`src/rtl/mcpu_pkg.sv`:
```
// Shared definitions for the MCPU ALU sequencer: opcodes, sequencer states and
// instruction field positions.
package mcpu_pkg;

  typedef enum logic [1:0] {
    CMD_AND = 2'd0,
    CMD_OR  = 2'd1,
    CMD_XOR = 2'd2,
    CMD_ADD = 2'd3
  } alu_cmd_t;

  typedef enum logic [2:0] {
    S_IDLE,
    S_FETCH,
    S_DECODE,
    S_EXEC,
    S_WB,
    S_DONE
  } seq_state_t;

  localparam int unsigned REG_COUNT = 4;
  localparam int unsigned REG_IDX_W = 2;

  // Instruction layout: {op, rd, rs1, rs2}; op occupies the top CMD_SIZE bits.
  localparam int unsigned RS2_LSB = 0;
  localparam int unsigned RS2_MSB = 1;
  localparam int unsigned RS1_LSB = 2;
  localparam int unsigned RS1_MSB = 3;
  localparam int unsigned RD_LSB  = 4;
  localparam int unsigned RD_MSB  = 5;
  localparam int unsigned OP_LSB  = 6;

endpackage

```
`src/rtl/mcpu_regfile.sv`:
```
// 4-entry register file: one write port, two operand read ports and one
// debug/preload readback port. Synchronous active-high reset.
module mcpu_regfile
  import mcpu_pkg::*;
#(
  parameter int unsigned WORD_SIZE = 4
) (
  input  logic                 clk,
  input  logic                 reset,
  input  logic                 we,
  input  logic [REG_IDX_W-1:0] waddr,
  input  logic [WORD_SIZE-1:0] wdata,
  input  logic [REG_IDX_W-1:0] raddr_a,
  input  logic [REG_IDX_W-1:0] raddr_b,
  input  logic [REG_IDX_W-1:0] raddr_c,
  output logic [WORD_SIZE-1:0] rdata_a,
  output logic [WORD_SIZE-1:0] rdata_b,
  output logic [WORD_SIZE-1:0] rdata_c
);

  logic [WORD_SIZE-1:0] regs [REG_COUNT];

  always_ff @(posedge clk) begin
    if (reset) begin
      for (int unsigned i = 0; i < REG_COUNT; i++) begin
        regs[i] <= '0;
      end
    end else if (we) begin
      regs[waddr] <= wdata;
    end
  end

  assign rdata_a = regs[raddr_a];
  assign rdata_b = regs[raddr_b];
  assign rdata_c = regs[raddr_c];

endmodule

```
`src/rtl/mcpu_alu_sequencer.sv`:
```
// Micro-sequencer: fetches 8-bit ALU instructions, reads operands from a local
// register file, drives the external combinational ALU and writes results back.
module mcpu_alu_sequencer
  import mcpu_pkg::*;
#(
  parameter int unsigned CMD_SIZE  = 2,
  parameter int unsigned WORD_SIZE = 4,
  parameter int unsigned ADDR_W    = 4
) (
  input  logic                  clk,
  input  logic                  reset,
  input  logic                  start,
  input  logic [ADDR_W:0]       instr_count,
  output logic                  busy,
  output logic                  done,
  output logic                  instr_req,
  output logic [ADDR_W-1:0]     instr_addr,
  input  logic                  instr_ack,
  input  logic [CMD_SIZE+5:0]   instr_data,
  output logic [CMD_SIZE-1:0]   alu_opcode,
  output logic [WORD_SIZE-1:0]  alu_r1,
  output logic [WORD_SIZE-1:0]  alu_r2,
  input  logic [WORD_SIZE-1:0]  alu_out,
  input  logic                  alu_overflow,
  input  logic                  cfg_we,
  input  logic [1:0]            cfg_addr,
  input  logic [WORD_SIZE-1:0]  cfg_wdata,
  output logic [WORD_SIZE-1:0]  cfg_rdata,
  output logic                  ovf_flag
);

  localparam int unsigned INSTR_W = CMD_SIZE + 6;
  localparam int unsigned CNT_W   = ADDR_W + 1;

  seq_state_t           state;
  logic [ADDR_W-1:0]    pc;
  logic [CNT_W-1:0]     remaining;
  logic [INSTR_W-1:0]   instr_q;
  logic [REG_IDX_W-1:0] rd_q;

  logic                 rf_we;
  logic [REG_IDX_W-1:0] rf_waddr;
  logic [WORD_SIZE-1:0] rf_wdata;
  logic [WORD_SIZE-1:0] rs1_data;
  logic [WORD_SIZE-1:0] rs2_data;

  // Single write port: write-back owns it in WB, preload only while idle.
  always_comb begin
    rf_we    = 1'b0;
    rf_waddr = cfg_addr;
    rf_wdata = cfg_wdata;
    if (state == S_WB) begin
      rf_we    = 1'b1;
      rf_waddr = rd_q;
      rf_wdata = alu_out;
    end else if (state == S_IDLE && cfg_we) begin
      rf_we = 1'b1;
    end
  end

  mcpu_regfile #(
    .WORD_SIZE (WORD_SIZE)
  ) u_regfile (
    .clk     (clk),
    .reset   (reset),
    .we      (rf_we),
    .waddr   (rf_waddr),
    .wdata   (rf_wdata),
    .raddr_a (instr_q[RS1_MSB:RS1_LSB]),
    .raddr_b (instr_q[RS2_MSB:RS2_LSB]),
    .raddr_c (cfg_addr),
    .rdata_a (rs1_data),
    .rdata_b (rs2_data),
    .rdata_c (cfg_rdata)
  );

  assign instr_addr = pc;

  always_ff @(posedge clk) begin
    if (reset) begin
      state      <= S_IDLE;
      pc         <= '0;
      remaining  <= '0;
      instr_q    <= '0;
      rd_q       <= '0;
      ovf_flag   <= 1'b0;
      busy       <= 1'b0;
      done       <= 1'b0;
      instr_req  <= 1'b0;
      alu_opcode <= '0;
      alu_r1     <= '0;
      alu_r2     <= '0;
    end else begin
      done <= 1'b0;
      unique case (state)
        S_IDLE: begin
          if (start) begin
            remaining <= instr_count;
            pc        <= '0;
            ovf_flag  <= 1'b0;
            busy      <= 1'b1;
            if (instr_count == '0) begin
              state <= S_DONE;
              done  <= 1'b1;
            end else begin
              state     <= S_FETCH;
              instr_req <= 1'b1;
            end
          end
        end
        S_FETCH: begin
          if (instr_ack) begin
            instr_q   <= instr_data;
            instr_req <= 1'b0;
            state     <= S_DECODE;
          end
        end
        S_DECODE: begin
          // Operands are captured here, so rd==rs reads the pre-write value.
          alu_opcode <= instr_q[OP_LSB +: CMD_SIZE];
          alu_r1     <= rs1_data;
          alu_r2     <= rs2_data;
          rd_q       <= instr_q[RD_MSB:RD_LSB];
          state      <= S_EXEC;
        end
        S_EXEC: begin
          state <= S_WB;
        end
        S_WB: begin
          if (alu_opcode == CMD_SIZE'(CMD_ADD) && alu_overflow) begin
            ovf_flag <= 1'b1;
          end
          pc        <= pc + ADDR_W'(1);
          remaining <= remaining - CNT_W'(1);
          if (remaining > CNT_W'(1)) begin
            state     <= S_FETCH;
            instr_req <= 1'b1;
          end else begin
            state <= S_DONE;
            done  <= 1'b1;
          end
        end
        S_DONE: begin
          busy  <= 1'b0;
          state <= S_IDLE;
        end
        default: begin
          state <= S_IDLE;
        end
      endcase
    end
  end

endmodule
```
`config.mk`:
```
export PLATFORM = sky130hd
export DESIGN_NAME = mcpu_alu_sequencer
export DESIGN_NICKNAME = d
export VERILOG_FILES = /design/src/rtl/mcpu_pkg.sv /design/src/rtl/mcpu_regfile.sv /design/src/rtl/mcpu_alu_sequencer.sv
export SDC_FILE = /design/constraint.sdc
export NUM_CORES = 1
export LEC_CHECK = 0
export BUFFER_PORTS_ARGS = -buffer_cell sky130_fd_sc_hd__buf_2
export CORE_MARGIN = 1
export CORE_UTILIZATION = 55
export DETAILED_ROUTE_END_ITERATION = 6
export GPL_TIMING_DRIVEN = 1
export PLACE_DENSITY_LB_ADDON = 0.12
export SLEW_MARGIN = 10
export SYNTH_ARGS = -nofsm -noshare
export SYNTH_HDL_FRONTEND = slang
export SYNTH_SLANG_ARGS = --single-unit
```
`constraint.sdc`:
```
create_clock -name clk -period 2.1 [get_ports clk]
set_input_delay 0.315 -clock clk [delete_from_list [all_inputs] [get_ports clk]]
set_output_delay 0.315 -clock clk [all_outputs]
set_load 0.005 [all_outputs]
```
=== Word level (Yosys, flattened, before mapping) ===
Memory sizes are Yosys's and may differ from the RTL's. A register that Yosys moved wholly into a read port is not among the register bits.
Cells that the tools add are included.

* Flip-flop bits (word level): 28
* RAM bits: 16
* Output and inout port bits: 22
* Logic and storage cells: 74
* Memories kept: 1

{| class="wikitable"
|+ Memories
! memory !! depth !! width !! rd ports !! clocked after memory_dff !! wr ports !! line !! RTL
|-
| u_regfile.regs || 4 || 4 || 3 || 2 || 4 || mcpu_regfile.sv:21 || <nowiki>logic [WORD_SIZE-1:0] regs [REG_COUNT];</nowiki>
|}

* $add $sub $neg: 2
* Magnitude comparators: 1
* Equality and inequality tests: 11
* Muxes and demuxes: 35
* Reductions and logical operators: 14

{| class="wikitable"
|+ Operators with widths
! cell !! number
|-
| $mux 1 || 18
|-
| $pmux 3 s5 || 1
|-
| $mux 3 || 4
|-
| $mux 4 || 3
|-
| $pmux 5 s2 || 1
|-
| $pmux 4 s2 || 1
|-
| $reduce_and 2->1 || 4
|-
| $eq 3x2->1 const B || 2
|-
| $eq 3x3->1 const B || 2
|-
| $ne 2x2->1 const B || 3
|-
| $pmux 1 s2 || 3
|-
| $gt 5x1->1 const B || 1
|-
| $logic_not 5->1 || 1
|-
| $mux 5 || 1
|-
| $reduce_and 5->1 || 1
|-
| $sub 5x1->5 const B || 1
|-
| $add 4x1->4 const B || 1
|-
| $mux 2 || 2
|-
| $ne 2x1->1 const B || 2
|-
| $reduce_bool 2->1 || 2
|-
| $reduce_or 4->1 || 1
|-
| $eq 3x1->1 const B || 1
|-
| $logic_not 3->1 || 1
|-
| $pmux 1 s3 || 1
|-
| other kinds (4) || 5
|}

=== Logic depth before layout (Yosys ltp) ===
Gate-level depths: netlist of run 1.

* Word-level depth: 9
* Mapped depth: 6

=== Hierarchy ===
Synthesis of run 1 repeated with hierarchy kept, for this count alone.

* Cell total of the unflattened synthesis: 249
* Area, all modules: 2755.1 um^2

{| class="wikitable"
|+ Modules (own cells, without submodules)
! module !! instances !! cells an instance !! area an instance (um^2) !! seq. area each (um^2)
|-
| mcpu_alu_sequencer || 1 || 194 || 1769.2 || 720.7
|-
| mcpu_regfile || 1 || 55 || 985.9 || 480.5
|}

=== Least setup slack after synthesis of run 1 ===
No wires, ideal clock.

* Path kind: register -> register
* From: reg state[0]
* To: mem u_regfile.regs[0][0], enable pin
* Library setup time: 337 ps
* Arrival: 1296 ps
* Required time: 1763 ps
* Slack: 466 ps
* Stages on the path, launching flop included: 6
* Buffers on the path: 2
* Period minus slack after synthesis: 1634 ps
* Path through: dfxtp_1 -> buf_6 -> nor3b_4 -> buf_6 -> a21oi_1 -> o21bai_1

{| class="wikitable"
|+ RTL lines
! element !! line !! RTL
|-
| start: declaration || mcpu_alu_sequencer.sv:35 || <nowiki>seq_state_t state;</nowiki>
|-
| start signal: assignment || mcpu_alu_sequencer.sv:81 || <nowiki>state <= S_IDLE;</nowiki>
|-
| start signal: assignment || mcpu_alu_sequencer.sv:103 || <nowiki>state <= S_DONE;</nowiki>
|-
| start signal: assignment || mcpu_alu_sequencer.sv:106 || <nowiki>state <= S_FETCH;</nowiki>
|-
| end: declaration || mcpu_regfile.sv:21 ||
|}

=== Final worst setup path of run 1 ===
* From: reg state[1]
* To: reg remaining[4]

* Longest elaborated chain between the ends: 3

{| class="wikitable"
|+ Ends and longest elaborated chain
! element !! line !! RTL
|-
| $eq 3x3->1 or $logic_not 3->1 (tied branches) || mcpu_alu_sequencer.sv:95 || <nowiki>unique case (state)</nowiki>
|-
| $reduce_bool 2->1 (no line) or $ne 2x2->1 (tied branches) || n/a ||
|-
| $reduce_and 2->1 (no line) || n/a ||
|-
| end signal: assignment || mcpu_alu_sequencer.sv:98 || <nowiki>remaining <= instr_count;</nowiki>
|-
| end signal: assignment || mcpu_alu_sequencer.sv:134 || <nowiki>remaining <= remaining - CNT_W'(1);</nowiki>
|-
| end: declaration || mcpu_alu_sequencer.sv:37 || <nowiki>logic [CNT_W-1:0] remaining;</nowiki>
|}

Parallel ways exist; a longest one is shown, timed or not.
A chain may end at the register's enable or synchronous reset.

==> results of run 1 <==
==> state kept, by name, indices dropped and copies added (netlist names) <==
register	flops
alu_opcode	2
instr_q	8
ovf_flag	1
instr_addr	4
alu_r2	4
rd_q	2
u_regfile.regs	16
alu_r1	4
busy	1
instr_req	1
remaining	5
done	1
state	3
==> cell type report <==
cell class | instances | area [um2]
multi-input combinational | 218 | 1380
tap | 67 | 83.8
sequential | 52 | 1200
clock inverter | 3 | 42.5
clock buffer | 5 | 68.8
inverter | 4 | 15.0
fill | 385 | 1640
timing repair buffer | 56 | 295
==> path summary, 6_finish.rpt <==
| check | endpoint | slack, ns | depth (start not counted) | start |
|---|---|---|---|---|
| worst min-delay path | instr_q[0]$_SDFFE_PP0P_ | 0.24 | 3 | instr_data[0] |
| worst max-delay path | remaining[4]$_SDFFE_PP0P_ | 0.33 | 5 | state[1]$_SDFFE_PP0P_ |
| worst max register to register | remaining[4]$_SDFFE_PP0P_ | 0.33 | 5 | state[1]$_SDFFE_PP0P_ |
| worst min register to register | alu_r1[3]$_SDFFE_PP0P_ | 0.45 | 2 | alu_r1[3]$_SDFFE_PP0P_ |
==> power by group through the flow <==
stage	Clock (mW)	Sequential, mW	Combinational (mW)
2_1_floorplan	0	1.14	0.229
3_3_place_gp	0	1.16	0.309
3_5_place_dp	0	1.16	0.311
4_1_cts	0.709	1.14	0.313
5_1_grt	0.746	1.15	0.344
6_report	0.688	1.14	0.315
==> worst register-to-register path: cells and delay by family, from the launching register on <==
kind,cells,cell delay (ns)
buffers and inverters,1,0.32
AOI/OAI and AO/OA,2,0.32
and+or+nand+nor,2,0.55
DFF,1,0.46
==> cells in the final DEF (no fill, tap or decap), drive strengths merged, types with 2 or more instances in the layout <==
| cell type | synthesis | routed |
|---|---|---|
| nand2 | 59 | 59 |
| buf | 14 | 56 |
| a21oi | 43 | 43 |
| dfxtp | 36 | 36 |
| nand3 | 28 | 28 |
| edfxtp | 16 | 16 |
| nor2 | 13 | 13 |
| mux4 | 12 | 12 |
| o21ai | 12 | 12 |
| nor3 | 6 | 6 |
| nor2b | 5 | 5 |
| clkbuf | 5 | 5 |
| inv | 4 | 4 |
| nand2b | 4 | 4 |
| o21bai | 3 | 3 |
| a21o | 3 | 3 |
| ha | 3 | 3 |
| a211oi | 3 | 3 |
| mux2i | 2 | 2 |
| o31ai | 2 | 2 |
| a22oi | 2 | 2 |
| clkinv | 0 | 2 |
==> cell families (layout without fill, tap and decap cells) <==
family / count (synthesis) / count (layout) / synth area share
and+or+nand+nor: 121 / 121 / 0.207
xor gates and xnor gates: 1 / 1 / 0.00324
buffers and inverters: 23 / 68 / 0.0471
DFF: 52 / 52 / 0.444
muxes: 15 / 15 / 0.111
adders and majority gates: 3 / 3 / 0.0139
AOI/OAI and AO/OA: 78 / 78 / 0.173
==> per-stage QoR <==
stage / hold slack, ns / cell area [um2]
2_1_floorplan: 0.432 / 2710
3_3_place_gp: 0.440 / 2970
3_5_place_dp: 0.443 / 2970
4_1_cts: 0.227 / 3090
5_1_grt: 0.221 / 3090
6_report: 0.239 / 3090
==> layer usage <==
metal | track usage | share of wire | up-vias
met3 | 0.0542 | 0.063 | 6
li1 | - | - | 1151
met4 | 0.0719 | 0.0081 | 0
met1 | 0.370 | 0.47 | 1096
met5 | 0 | 0 | -
met2 | 0.377 | 0.46 | 95
==> summary.md, run 1 <==
| Metric | Value |
|---|---|
| Static leakage | 1.15 nW |
| Final Non-Filler Cells | 405 |
| Place WS | 0.358 ns |
| Via density | 5.80 |
| Power Density | 695 mW/mm2 |
| Ys Warns | 0 |
| Most frequent cell after synthesis | nand2_1 |
| Drt total wl | 6260 um |
| Synthesized flop and latch total | 52 |
| Layout Nets | 369 |
| Overall Global Routing Usage | 0.252 |
| Critical path buffers and inverters | 1 |
| Post-Syn Area | 0.00271 mm2 |
| Post-synth EDFFs | 16 |
| Clock Latency Late Sink | 0.31 ns |
| H-tree Lvls | 2 |
| Leading post-synthesis cells by cell area | dfxtp_1 (27%), edfxtp_1 (18%), mux4_2 (10%) |
| Reg power frac | 0.532 |
| CP startpoint kind | flip-flop |
| GRT overflow | 0 |
| Area leader, netlist | dfxtp_1 |
| DRT Pass-1 Iters | 5 |
| Die W | 72.2 um |
| VDD IR-drop max | 401 uV |
| Placer Congestion | 0.900 |
| Total CTS buffers | 5 |
| Syn_area_per_cell | 9.24 um2 |
| Hold violation count in the final report | 0 |
| Via count | 2,348 |
| ANT cells | 0 |
| Clock Path Buffers | 2 |
| Max_slew headroom | 0.610 |
| Hold Crit Class | in -> reg |
| Ys async rst share | 0 |
| I/O pins | 51 |
| Switch Pwr | 563 uW |
| Crit path max fanout | 19 |
| Gate power share | 0.147 |
| DRC | 0 |
| Final ANT Viol Nets | 0 |
| Dpl hpwl | 4460 um |
| P_int | 1.58 mW |
| Die H | 72.2 um |
| CP Cell Sequence | nor3b_4, buf_4, nand2_2, o311ai_1, o21ai_1 |
| Most used DFF post-synth | dfxtp_1 |
| Final Setup Violations | 0 |
| Power, Total | 2.14 mW |
| Clock root cell | clkbuf_8 |
| Initial Utilization | 0.573 |
| PortBufs | 50 |
| PostCTS Resize Cnt | 0 |
| Synthesis-to-layout area growth | 14.0% |
| Largest net degree at the start of global routing | 38 |
| Max Clock Skew | 0.0103 ns |
| Post-synthesis cell type count | 46 |
| Critical path class | reg -> reg |
| Final setup margin | 0.328 ns |
| Mapped Nets | 325 |
| Buffer count from post-CTS setup fixing | 0 |
| Crit path DAT | 1.95 ns |
| DR iter-0 viols | 134 |
| First-pass GRT wire length | 9890 um |
| RSZ-0062 raised after global routing | no |
| Layout Utilization | 0.653 |
| Clk sinks | 52 |
| Tmin final | 1.77 ns |
| Setup TNS | 0 ns |
| Slowest stage delay, CP | 0.46 ns |
| Reg clk slew, reported paths | 0.10 ns |
| Initial antenna violation count | 0 |
| Dpl cells | 397 |
| CTS tree | yes |
| Net Sw Frac | 0.263 |
| Vias in the first global route | 1,978 |
| Cts hold-fix bufs | 0 |
| Clock Power Share | 0.321 |
| Final worst-path cycle share | 0.844 |
| WP data required | 2.28 ns |
| CP delay by family, top | simple AND/OR/NAND/NOR gates |
| Slowest CP cell | dfxtp_1 |
| Slew @ Worst Pin | 0.583 ns |
| F_max | 564 MHz |
| Max-capacitance violation count | 0 |
| Most instantiated cells after synthesis | nand2_1 (57), a21oi_1 (43), dfxtp_1 (36), nand3_1 (28), edfxtp_1 (16) |
| Share of layout cells above drive strength 1 | 0.246 |
| WL per Instance | 15.5 um |
| Post-synthesis sequential area ratio | 0.444 |
| Outcome | completed |
| Post-synthesis cell count | 293 |
| Core Region | 0.00472 mm2 |
| Max Slew Vio Count | 0 |
| Post-synth top area share | 0.266 |
| # rows | 25 |
| Die area | 0.00521 mm2 |
| Critical Path Sink Type | flip-flop |
Note: power is estimated with default switching activity, not from simulation.
==> run 2, diff against run 1 <==
--- a/config.mk
+++ b/config.mk
@@ -5,9 +5,10 @@
 export SDC_FILE = /design/constraint.sdc
 export NUM_CORES = 1
 export LEC_CHECK = 0
+export ABC_AREA = 1
 export BUFFER_PORTS_ARGS = -buffer_cell sky130_fd_sc_hd__buf_2
 export CORE_MARGIN = 1
-export CORE_UTILIZATION = 55
+export CORE_UTILIZATION = 50
 export DETAILED_ROUTE_END_ITERATION = 6
 export GPL_TIMING_DRIVEN = 1
 export PLACE_DENSITY_LB_ADDON = 0.12
==> constraint.sdc (replaced) <==
create_clock -name clk -period 1.5 [get_ports clk]
set_input_delay 0.225 -clock clk [delete_from_list [all_inputs] [get_ports clk]]
set_output_delay 0.225 -clock clk [all_outputs]
set_load 0.005 [all_outputs]
==> summary.md, run 2 <==
| Metric | Value |
|---|---|
| RSZ-0062 raised after global routing | yes (was no) |
| Largest Register | u_regfile.regs (unchanged) |
| Crit path DAT | 1.50 ns (was 1.95 ns) |
| Max_slew headroom | 0.637 (was 0.610) |
| Slew @ Worst Pin | 0.543 ns (was 0.583 ns) |
| Final Setup Violations | 0 (unchanged) |
| Post-Syn Area | 0.00266 mm2 (was 0.00271 mm2) |
| Hold Crit Class | in -> reg (unchanged) |
| Initial Utilization | 0.521 (was 0.573) |
| Max Clock Skew | 0.0128 ns (was 0.0103 ns) |
| Reg2reg start | state[0]$_SDFFE_PP0P_ (was state[1]$_SDFFE_PP0P_) |
| PortBufs | 50 (unchanged) |
| # rows | 26 (was 25) |
| Placer Congestion | 0.803 (was 0.900) |
| Max Slew Vio Count | 0 (unchanged) |
| Post-synthesis cell type count | 29 (was 46) |
| Biggest regs | u_regfile.regs: 16 flops, instr_q: 8 flops, remaining: 5 flops (unchanged) |
| Most frequent cell after synthesis | nand2_1 (unchanged) |
| Hold violation count in the final report | 0 (unchanged) |
| Critical path class | reg -> reg (unchanged) |
| R2r setup slk | 0.03 ns (was 0.33 ns) |
| Final ANT Viol Nets | 0 (unchanged) |
| Outcome | completed (unchanged) |
| Crit path max fanout | 4 (was 19) |
| Worst reg2reg path depth | 7 (was 5) |
| Area leader, netlist | dfxtp_1 (unchanged) |
| Share of layout cells above drive strength 1 | 0.234 (was 0.246) |
| Worst Hold Depth | 3 (unchanged) |
| Power, Total | 3.36 mW (was 2.14 mW) |
| Power Density | 1040 mW/mm2 (was 695 mW/mm2) |
| Ys async rst share | 0 (unchanged) |
| WP data required | 1.54 ns (was 2.28 ns) |
| Post-synth top area share | 0.271 (was 0.266) |
| ANT cells | 0 (unchanged) |
| DRC | 0 (unchanged) |
| Post-synthesis sequential area ratio | 0.451 (was 0.444) |
| WHS Endpoint | instr_q[7]$_SDFFE_PP0P_ (was instr_q[0]$_SDFFE_PP0P_) |
| Clock Latency Late Sink | 0.31 ns (about the same) |
| Synthesized flop and latch total | 52 (unchanged) |
| Critical Path Sink Type | flip-flop (unchanged) |
| Most instantiated cells after synthesis | nand2_1 (73), nor2_1 (51), inv_1 (44), dfxtp_1 (36), a21oi_1 (33) (was nand2_1 (57), a21oi_1 (43), dfxtp_1 (36), nand3_1 (28), edfxtp_1 (16)) |
| H-tree Lvls | 2 (unchanged) |
| Leading post-synthesis cells by cell area | dfxtp_1 (27%), edfxtp_1 (18%), nand2_1 (10%) (was dfxtp_1 (27%), edfxtp_1 (18%), mux4_2 (10%)) |
| Layout Nets | 459 (was 369) |
| Via density | 5.05 (was 5.80) |
| Overall Global Routing Usage | 0.236 (was 0.252) |
| F_max | 681 MHz (was 564 MHz) |
| DR iter-0 viols | 215 (was 134) |
| Mapped Nets | 395 (was 325) |
| Drt total wl | 6190 um (was 6260 um) |
| Leading cell types in the layout, fill and taps excluded | nand2_1 (69), nor2_1 (50), buf_2 (50) (was nand2_1 (57), buf_2 (50), a21oi_1 (43)) |
| I/O pins | 51 (unchanged) |
| Die H | 75.0 um (was 72.2 um) |
| Syn_area_per_cell | 7.33 um2 (was 9.24 um2) |
| Layout Utilization | 0.632 (was 0.653) |
| Max-capacitance violation count | 0 (unchanged) |
| Via count | 2,517 (was 2,348) |
| Most common cell after layout, fill and taps aside | nand2_1 (unchanged) |
| Largest net degree at the start of global routing | 31 (was 38) |
| Core Region | 0.00511 mm2 (was 0.00472 mm2) |
| Vias in the first global route | 2,171 (was 1,978) |
| WL per Instance | 12.4 um (was 15.5 um) |
| Post-synth EDFFs | 16 (unchanged) |
| Clock root cell | clkbuf_8 (unchanged) |
| Synthesis-to-layout area growth | 21.1% (was 14.0%) |
| Max FFs per register | 16 (unchanged) |
| GRT overflow | 0 (unchanged) |
| Initial antenna violation count | 0 (unchanged) |
| DRT Pass-1 Iters | 4 (was 5) |
| Tmin final | 1.47 ns (was 1.77 ns) |
| Dpl hpwl | 4700 um (was 4460 um) |
| Capturing point of the worst reg2reg path | u_regfile.regs[3][1]$_DFFE_PP_ (was remaining[4]$_SDFFE_PP0P_) |
| VDD IR-drop max | 791 uV (was 401 uV) |
| Hold Crit Start | instr_data[7] (was instr_data[0]) |
| CTS tree | yes (unchanged) |
| Die area | 0.00562 mm2 (was 0.00521 mm2) |
| Reg clk slew, reported paths | 0.10 ns (about the same) |
| Static leakage | 1.53 nW (was 1.15 nW) |
| CP startpoint kind | flip-flop (unchanged) |
| Post-synthesis cell count | 363 (was 293) |
| Die W | 75.0 um (was 72.2 um) |
| Clk sinks | 52 (unchanged) |
| Final worst-path cycle share | 0.978 (was 0.844) |
| Most used DFF post-synth | dfxtp_1 (unchanged) |
| Cts hold-fix bufs | 0 (unchanged) |
| Ys Warns | 0 (unchanged) |
| Clock Path Buffers | 2 (unchanged) |
| First-pass GRT wire length | 9850 um (was 9890 um) |
| Total CTS buffers | 5 (unchanged) |
## run 2: cell count changes after synthesis, sizes merged, moves of 8 or more
cell,previous run,this run
a21oi,43,33
buf,14,6
inv,4,47
mux4,12,0
nand2,59,73
nand3,28,17
nor2,13,54
o211ai,1,11
o21a,0,8
o21ai,12,35
## run 2: metrics by stage
stage / cells / worst slack, ns / cell area, um2 / TNS, ns / hold slack, ns
finish: 498 / 0.0325 / 3230 / 0 / 0.164
global route: 498 / -0.0384 / 3230 / -0.589 / 0.191
CTS: 496 / 0.00520 / 3190 / 0 / 0.164
detailed placement: 488 / 0.00801 / 3100 / 0 / 0.449
global placement: 488 / 0.0695 / 3100 / 0 / 0.435
floorplan: 363 / -0.0395 / 2670 / -0.262 / 0.372
## run 2: cell families after synthesis
| group | synth area share |
|---|---|
| xor+xnor | 0.00329 |
| compound gates | 0.196 |
| buf+inv | 0.0949 |
| fa+ha+maj | 0.0141 |
| flops | 0.451 |
| simple gates | 0.240 |
## run 2: report_power, final
part | internal (mW) | switching, mW
Combinational | 0.364 | 0.474
Clock | 0.333 | 0.469
Sequential | 1.59 | 0.132
Total | 2.29 | 1.07
## run 2: layout make-up
type                            instances  area, um2
Inverter                               47        176
Sequential cell                        52       1200
Tap cell                               70       87.6
Timing Repair Buffer                   73        435
Fill cell                             491       1880
Multi-Input combinational cell        248       1240
Clock buffer                            6       72.6
Clock inverter                          2       16.3
## run 2: what timing repair did
action | 4_1_cts | 5_1_grt
setup endpoints to repair | 0 | 39
hold endpoints to repair | 0 | 0
gates resized for setup | 0 | 11
setup buffers | 0 | 2
## run 2: critical path, stage by stage (launching register included)
cell and delay [ns]:
dfxtp_1 0.34, buf_4 0.15, inv_1 0.12, nand2_1 0.13, nor2_1 0.12, nand2_1 0.06
o21ai_1 0.12, buf_4 0.15
## run 2: worst max path at each step
stage                          start                            endpoint
3_5_place_dp   state[0]$_SDFFE_PP0P_  u_regfile.regs[1][2]$_SDFFCE_PN0P_
5_1_grt        state[0]$_SDFFE_PP0P_      u_regfile.regs[3][2]$_DFFE_PP_
2_1_floorplan  state[1]$_SDFFE_PP0P_  u_regfile.regs[1][0]$_SDFFCE_PN0P_
4_1_cts        state[0]$_SDFFE_PP0P_  u_regfile.regs[1][2]$_SDFFCE_PN0P_
6_report       state[0]$_SDFFE_PP0P_      u_regfile.regs[3][1]$_DFFE_PP_
3_3_place_gp   state[0]$_SDFFE_PP0P_  u_regfile.regs[1][0]$_SDFFCE_PN0P_
## run 2: metal layers
| metal | up-vias | track usage | share of wire |
|---|---|---|---|
| li1 | 1314 | - | - |
| met1 | 1141 | 0.319 | 0.47 |
| met2 | 56 | 0.383 | 0.48 |
| met3 | 6 | 0.0402 | 0.038 |
| met5 | - | 0 | 0 |
| met4 | 0 | 0.0797 | 0.012 |
==> run 3, diff against run 2 <==
--- a/config.mk
+++ b/config.mk
@@ -6,10 +6,11 @@
 export NUM_CORES = 1
 export LEC_CHECK = 0
 export ABC_AREA = 1
-export BUFFER_PORTS_ARGS = -buffer_cell sky130_fd_sc_hd__buf_2
 export CORE_MARGIN = 1
-export CORE_UTILIZATION = 50
+export CORE_UTILIZATION = 56
 export DETAILED_ROUTE_END_ITERATION = 6
+export DONT_BUFFER_PORTS = 1
+export GPL_ROUTABILITY_DRIVEN = 0
 export GPL_TIMING_DRIVEN = 1
 export PLACE_DENSITY_LB_ADDON = 0.12
 export SLEW_MARGIN = 10
==> summary.md, run 3 (synthesis gave the netlist of run 2 again) <==
| Metric | Value |
|---|---|
| Crit path max fanout | 5 (was 4) |
| Place WS | -0.0288 ns (was 0.00801 ns) |
| Final Setup Violations | 0 (unchanged) |
| Final worst-path cycle share | 0.945 (was 0.978) |
| Die H | 71.0 um (was 75.0 um) |
| Critical path class | reg -> reg (unchanged) |
| ANT cells | 0 (unchanged) |
| Tmin final | 1.42 ns (was 1.47 ns) |
| Via count | 2,374 (was 2,517) |
| First-pass GRT wire length | 10,100 um (was 9850 um) |
| Die area | 0.00503 mm2 (was 0.00562 mm2) |
| Synthesis-to-layout area growth | 12.1% (was 21.1%) |
| Max Slew Vio Count | 0 (unchanged) |
| VDD IR-drop max | 803 uV (was 791 uV) |
| Via density | 5.52 (was 5.05) |
| Slew @ Worst Pin | 0.493 ns (was 0.543 ns) |
| Overall Global Routing Usage | 0.256 (was 0.236) |
| Core Region | 0.00447 mm2 (was 0.00511 mm2) |
| H-tree Lvls | 2 (unchanged) |
| CP startpoint kind | flip-flop (unchanged) |
| RSZ-0062 raised after global routing | yes (unchanged) |
| Clock root cell | clkbuf_8 (unchanged) |
| Clock Latency Late Sink | 0.30 ns (was 0.31 ns) |
| Die W | 71.0 um (was 75.0 um) |
| F_max | 706 MHz (was 681 MHz) |
| Drt total wl | 5800 um (was 6190 um) |
| GRT overflow | 0 (unchanged) |
| PortBufs | 0 (was 50) |
| Largest net degree at the start of global routing | 31 (unchanged) |
| Power Density | 1180 mW/mm2 (was 1040 mW/mm2) |
| Max-capacitance violation count | 0 (unchanged) |
| Total CTS buffers | 5 (unchanged) |
| Clk sinks | 52 (unchanged) |
| Hold violation count in the final report | 0 (unchanged) |
| Leading cell types in the layout, fill and taps excluded | nand2_1 (69), nor2_1 (50), inv_1 (43) (was nand2_1 (69), nor2_1 (50), buf_2 (50)) |
| Dpl hpwl | 4320 um (was 4700 um) |
| Share of layout cells above drive strength 1 | 0.127 (was 0.234) |
| # rows | 24 (was 26) |
| Biggest regs | u_regfile.regs: 16 flops, instr_q: 8 flops, remaining: 5 flops (unchanged) |
| WL per Instance | 13.5 um (was 12.4 um) |
| WP data required | 1.53 ns (was 1.54 ns) |
| Reg clk slew, reported paths | 0.09 ns (was 0.10 ns) |
| Hold slack final | 0.0676 ns (was 0.164 ns) |
| Initial Utilization | 0.595 (was 0.521) |
| Initial antenna violation count | 0 (unchanged) |
| Most common cell after layout, fill and taps aside | nand2_1 (unchanged) |
| I/O pins | 51 (unchanged) |
| Failing checks | DRC |
| Critical Path Sink Type | flip-flop (unchanged) |
| Max FFs per register | 16 (unchanged) |
| Max_slew headroom | 0.671 (was 0.637) |
| CTS tree | yes (unchanged) |
| Final setup margin | 0.0830 ns (was 0.0325 ns) |
| Max Clock Skew | 0.0120 ns (was 0.0128 ns) |
| Layout Nets | 409 (was 459) |
| Static leakage | 1.32 nW (was 1.53 nW) |
| DR iter-0 viols | 155 (was 215) |
| R2r setup slk | 0.08 ns (was 0.03 ns) |
| Clock Path Buffers | 2 (unchanged) |
| Final Non-Filler Cells | 430 (was 498) |
| Hold Crit Class | in -> reg (unchanged) |
| DRT Pass-1 Iters | 7 (was 4) |
| Largest Register | u_regfile.regs (unchanged) |
| Crit path DAT | 1.45 ns (was 1.50 ns) |
| Dpl cells | 421 (was 488) |
| DRC | 5 (was 0) |
| Vias in the first global route | 2,221 (was 2,171) |
| Outcome | finished with violations (was completed) |
| Final ANT Viol Nets | 0 (unchanged) |
-- run 3: cell types whose count changed in the layout (fill, tap and decap cells not counted), sizes merged --
| cell | change |
|---|---|
| clkbuf | +1 |
| clkinvlp | -1 |
| bufinv | +1 |
| buf | -51 |
| clkinv | -1 |
| dlygate4sd3 | +1 |
-- run 3: critical path, stage by stage, from the launching register on --
cell and delay, ns:
dfxtp_1 0.34, nor2_4 0.13, nand2_2 0.11, nand2_1 0.10
o21ai_2 0.06, buf_4 0.13, o21ai_1 0.14, buf_4 0.16
-- run 3: layer usage --
layer / GRT usage / vias to the layer above / share of wire / wire, um
met5: 0 / - / 0 / 0
met4: 0.0489 / 0 / 0.0064 / 37
met3: 0.0556 / 4 / 0.066 / 383
met2: 0.418 / 71 / 0.47 / 2740
met1: 0.354 / 1084 / 0.46 / 2640
li1: - / 1215 / - / -
-- run 3: cell type report --
type / instances / area (um2)
Fill cell: 400 / 1490
Multi-Input combinational cell: 248 / 1230
Sequential cell: 52 / 1200
Timing Repair Buffer: 23 / 179
Inverter: 47 / 176
Clock buffer: 7 / 97.6
Tap cell: 52 / 65.1
Clock inverter: 1 / 30.0
-- run 3: timing repair --
action,in CTS,in global routing
hold buffers,1,0
pin swaps,0,1
setup endpoints to repair,4,25
endpoints found under the hold margin,7,0
setup buffers,0,0
gates resized for setup,1,6
-- run 3: power breakdown --
group          internal (mW)  switching, mW  leakage, nW
combinational          0.310          0.436        0.798
sequential              1.59          0.138        0.460
clock                  0.600          0.443       0.0636
-- run 3: metrics by stage --
| step | utilization | TNS (ns) | power, mW | cell area (um2) |
|---|---|---|---|---|
| finish | 0.667 | 0 | 3.51 | 2980 |
| global route | 0.667 | -0.0993 | 3.73 | 2980 |
| CTS | 0.663 | 0 | 3.51 | 2970 |
| detailed placement | 0.632 | -0.115 | 2.48 | 2830 |
| global placement | 0.632 | 0 | 2.46 | 2830 |
| floorplan | - | -0.262 | 2.25 | 2670 |
-- run 3: final timing paths --
kind / cells past startpoint / start / end
worst min-delay path: 3 / reset / state[2]$_SDFFE_PP0P_
worst max-delay path: 7 / state[0]$_SDFFE_PP0P_ / u_regfile.regs[3][1]$_DFFE_PP_
worst min register to register: 2 / instr_req$_SDFFE_PP0P_ / instr_req$_SDFFE_PP0P_
worst max register to register: 7 / state[0]$_SDFFE_PP0P_ / u_regfile.regs[3][1]$_DFFE_PP_
